## src/rtl/bit_serial_sequencer.sv

```systemverilog
// bit_serial_sequencer: decode/execute sequencer for the bit-serial CPU; define SEQ_SINGLE_STEP_EN to advance EXEC one bit per btn_edge
module bit_serial_sequencer #(
  parameter int WIDTH  = 8,
  parameter int REG_AW = 3
) (
  input  logic                       clk,
  input  logic                       rstn,
  input  logic [11:0]                instr,
  input  logic                       instr_valid,
  input  logic                       btn_edge,
  output logic [1:0]                 alu_op,
  output logic                       carry_clr,
  output logic                       carry_set,
  output logic [REG_AW-1:0]          reg_addr_sel,
  output logic                       reg_shift_en,
  output logic                       reg_write_en,
  output logic                       acc_shift_en,
  output logic                       acc_recirc,
  output logic                       acc_write_en,
  output logic [7:0]                 imm,
  output logic [$clog2(WIDTH)-1:0]   bit_idx,
  output logic                       busy,
  output logic                       done,
  output logic                       illegal
);
  localparam int CW = $clog2(WIDTH);
  typedef enum logic [1:0] {IDLE, DECODE, EXEC, DONE} state_t;
  state_t state, state_n;
  logic [11:0] instr_q;
  logic [CW-1:0] cnt, cnt_n;
  logic [3:0] op;
  logic is_exec, is_st, step, ex, last;
  assign op      = instr_q[11:8];
  assign is_exec = op != 4'd0 && op < 4'd6;
  assign is_st   = op == 4'd5;
  assign last    = cnt == CW'(WIDTH - 1);
`ifdef SEQ_SINGLE_STEP_EN
  assign step = btn_edge;
`else
  assign step = 1'b1;
`endif
  assign ex = state == EXEC && step;
  always_ff @(posedge clk) begin
    if (!rstn) begin
      state   <= IDLE;
      instr_q <= '0;
      cnt     <= '0;
    end else begin
      state <= state_n;
      cnt   <= cnt_n;
      if (state == IDLE && btn_edge && instr_valid) instr_q <= instr;
    end
  end
  always_comb begin
    state_n = state;
    cnt_n   = '0;
    case (state)
      IDLE:   state_n = (btn_edge && instr_valid) ? DECODE : IDLE;
      DECODE: state_n = is_exec ? EXEC : DONE;
      EXEC: begin
        cnt_n   = (step && !last) ? cnt + CW'(1) : (step ? '0 : cnt);
        state_n = (step && last) ? DONE : EXEC;
      end
      default: state_n = IDLE;
    endcase
  end
  // op-1 maps ADD/SUB/AND/OR (1..4) onto alu codes 00..11
  assign alu_op       = (state == EXEC && !is_st) ? op[1:0] - 2'd1 : 2'd0;
  assign carry_clr    = state == DECODE && is_exec && op != 4'd2;
  assign carry_set    = state == DECODE && op == 4'd2;
  assign acc_write_en = state == DECODE && op == 4'd6;
  assign acc_shift_en = ex;
  assign reg_shift_en = ex;
  assign reg_write_en = ex && is_st;
  assign acc_recirc   = ex && is_st;
  assign busy         = state != IDLE;
  assign done         = state == DONE;
  assign illegal      = state == DONE && op > 4'd6;
  assign reg_addr_sel = busy ? instr_q[REG_AW-1:0] : '0;
  assign imm          = instr_q[7:0];
  assign bit_idx      = state == EXEC ? cnt : '0;
endmodule

```

## config.mk

```make
export PLATFORM = sky130hd
export DESIGN_NAME = bit_serial_sequencer
export DESIGN_NICKNAME = d
export VERILOG_FILES = /design/src/rtl/bit_serial_sequencer.sv
export SDC_FILE = /design/constraint.sdc
export NUM_CORES = 1
export LEC_CHECK = 0
export ABC_AREA = 1
export ABC_CLOCK_PERIOD_IN_PS = 1300
export CORE_MARGIN = 8
export CORE_UTILIZATION = 40
export DETAILED_ROUTE_END_ITERATION = 12
export GPL_TIMING_DRIVEN = 0
export PLACE_DENSITY = 0.86
export SYNTH_ARGS = -nofsm -noshare
export SYNTH_HDL_FRONTEND = slang
export SYNTH_SLANG_ARGS = --single-unit
```

## constraint.sdc

```tcl
create_clock -name clk -period 1.3 [get_ports clk]
set_input_delay 0.26 -clock clk [delete_from_list [all_inputs] [get_ports clk]]
set_output_delay 0.26 -clock clk [all_outputs]
set_load 0.01 [all_outputs]
```

==> results.sh <==
export IMPL_r2r_start="state[0]"
export IMPL_drt_wl_total_um=3405
export IMPL_avgSynthCellArea_um2=7.815
export IMPL_min_period_ps=1636
export IMPL_gr_usage_all_layers_pct=13.41
export IMPL_layout_nets=209
export IMPL_critical_path_cell_chain="inv_4 -> ha_2 -> nand2_2 -> nand3_2 -> nor2_2 -> buf_2"
export IMPL_power_density_nw_per_um2=841.5
export IMPL_clock_fmax_mhz=611.4
export IMPL_antenna_found_initial=0
export IMPL_drive_gt1_share_pct=62.30
export IMPL_post_route_drc_count=0
export IMPL_grt_pass1_vias=993
export IMPL_grt_max_degree=11
export IMPL_rr_worst_depth=8
export IMPL_finalMaxSlewViolations=0
export IMPL_dp_slack_ps=-515.3
export IMPL_critPathKind="reg2out"
export IMPL_ctsRootBufferMaster="clkbuf_4"
export IMPL_worstPathRequired_ps=1040
export IMPL_violations="negative setup slack"
export IMPL_synthesis_area_um2=953.4
export IMPL_hold_viol_final=0
export IMPL_hpwl_um=1924
export IMPL_cts_made_buffers=3
export IMPL_drtAntennaViolNets=0
export IMPL_placed_area_um2=1404
export IMPL_crit_slowest_cell="dfxtp_4"
export IMPL_place_gp_congestion=0.7654
export IMPL_start_kind="flop"
export IMPL_max_clock_path_buffers=2
export IMPL_rows=17
export IMPL_max_stage_delay_ps=400
export IMPL_peakVddDrop_mv=0.6964
export IMPL_grt_overflow_total=0
export IMPL_synth_seq_cells=17
export IMPL_syn_nets=147
export IMPL_area_growth_pct=86.75
export IMPL_core_um2=2233
export IMPL_fin_crit_sh_pct=125.8
export IMPL_cts_max_level=1
export IMPL_tritoncts="built"
export IMPL_antenna_cells=0
export IMPL_finalClockSkew_ps=11.99
export IMPL_crit_path_end_kind="primary output"
export IMPL_synthCells=122
export IMPL_wl_met2_um=1925
export IMPL_viasPerCell=4.773
export IMPL_status="finished, violations left"
export IMPL_fin_setup_tns_ps=-4730
export IMPL_yosys_warnings=0
export IMPL_setup_viol=28
export IMPL_grt_pass1_wl_um=4560
export IMPL_drtIter0Drc=31
export IMPL_num_vias=1007
export IMPL_highest_layer="met4"
export IMPL_slew_headroom_pct=81.72
export IMPL_rrSetupSlack_ps=-100
export IMPL_avgRoutedWirePerCell_um=16.14
export IMPL_drt_met1_wl_um=1201
export IMPL_r2r_end="instr_q[11]"
export IMPL_layout_commonest_cell="buf_6"
export IMPL_yosysSeqAreaShare_pct=35.70
export IMPL_final_cell_mix="18 x buf_6, 17 x buf_4, 15 x clkdlybuf4s50_1"
export IMPL_clkLatencyLatePin_ps=300
export IMPL_io_buffer_count=41
export IMPL_hp_class="reg2reg"
export IMPL_dr_wl_met3_um=186
export IMPL_dr_pass1_iters=4
export IMPL_clk_transition_reported_paths_ps=120
export IMPL_rsz0062_at_grt="yes"
export IMPL_cts_num_sinks=17
export IMPL_hp_start="instr_q[6]"
export IMPL_cp_arrival_ps=1380
export IMPL_io_pins=42
export IMPL_dieHeight_um=64.82
export IMPL_power_mw=1.498
export IMPL_p_leak_nw=0.7999
export IMPL_hold_depth=2
export IMPL_final_area_um2=1780
export IMPL_ys_types=14
export IMPL_setup_slack_ps=-335.6
export IMPL_fillCellCount=126
export IMPL_cap_violations=0
export IMPL_die_area_um2=4202
export IMPL_whs_endpoint="instr_q[6]"
export IMPL_path_max_fanout=3
export IMPL_start_util_pct=42.69
export IMPL_die_x_um=64.82
export IMPL_tightestPinTransition_ps=273.3
==> worst max path at each step <==
stage,to,cells after the start,start
2_1_floorplan,reg_write_en,5,state[0]
3_3_place_gp,illegal,6,instr_q[8]
3_5_place_dp,illegal,6,instr_q[8]
4_1_cts,illegal,6,instr_q[8]
5_1_grt,acc_write_en,6,instr_q[8]
6_report,carry_clr,6,instr_q[8]
==> sequential cells by signal (all words and copies together), names as in the netlist <==
name / cells
cnt: 3
state: 2
instr_q: 12
==> critical path: cells and delay by family (launching register included) <==
family	cells	cell delay, ps
fa+ha+maj	1	180
buf+inv	2	200
simple gates	3	290
flops	1	400
==> metrics by stage <==
stage	std cells	hold WS, ps	utilization (%)
after floorplan	122	370.8	-
after global placement	191	429.9	62.86
after detailed placement	191	437.8	62.86
after CTS	206	452.8	69.97
after global routing	211	463.0	79.72
final	211	448.6	79.72
==> cell usage after synthesis <==
cell      instances  area share [%]
nand3_4           1             1.8
buf_4            11             8.7
nand3_1           3             1.6
o21ai_2           8             7.3
buf_6             2             2.4
ha_1              9              12
nor3_1            1            0.52
o21ai_0           4             2.1
inv_1            25             9.8
nand2_1          14             5.5
a211oi_1          1            0.79
dfxtp_1          17              36
a21oi_1          13             6.8
nor2_1           13             5.1
==> cells by family (layout without fill, tap and decap cells) <==
family / Yosys count / after routing / synth area share [%]
flip-flops: 17 / 17 / 35.70
AO/OA/AOI/OAI: 26 / 26 / 17.06
AND/OR/NAND/NOR: 32 / 32 / 14.57
buffers and inverters: 38 / 99 / 20.87
adder cells (fa/ha/maj): 9 / 9 / 11.81
==> layer usage <==
layer | vias up | track usage, %
met5 | - | 0
met4 | 0 | 4.360
met3 | 8 | 4.296
met2 | 31 | 26.21
met1 | 480 | 12.81
li1 | 488 | -
==> what timing repair did <==
item,in CTS,in global routing
setup endpoints to repair,34,39
endpoints found under the hold margin,0,0
pin swaps,8,9
resized for setup,119,62
buffers inserted,10,5
hold buffers,0,0
gates cloned,1,0
==> where the power goes <==
| group | internal, mW | total (mW) | leakage (nW) | switching, mW |
|---|---|---|---|---|
| Clock | 0.115 | 0.301 | 0.0177 | 0.186 |
| Combinational | 0.322 | 0.593 | 0.637 | 0.271 |
| Sequential | 0.566 | 0.604 | 0.145 | 0.0386 |
==> final cells by class <==
type / instances / area [um2] / area share, %
Buffer: 13 / 112.6 / 6.325
Clock inverter: 1 / 5.005 / 0.2811
Clock buffer: 3 / 22.52 / 1.265
Inverter: 25 / 101.3 / 5.692
Tap cell: 28 / 35.03 / 1.968
Multi-Input combinational cell: 67 / 600.6 / 33.73
Sequential cell: 17 / 362.8 / 20.38
Timing Repair Buffer: 57 / 540.5 / 30.36
Power figures use the tool's default switching activity.
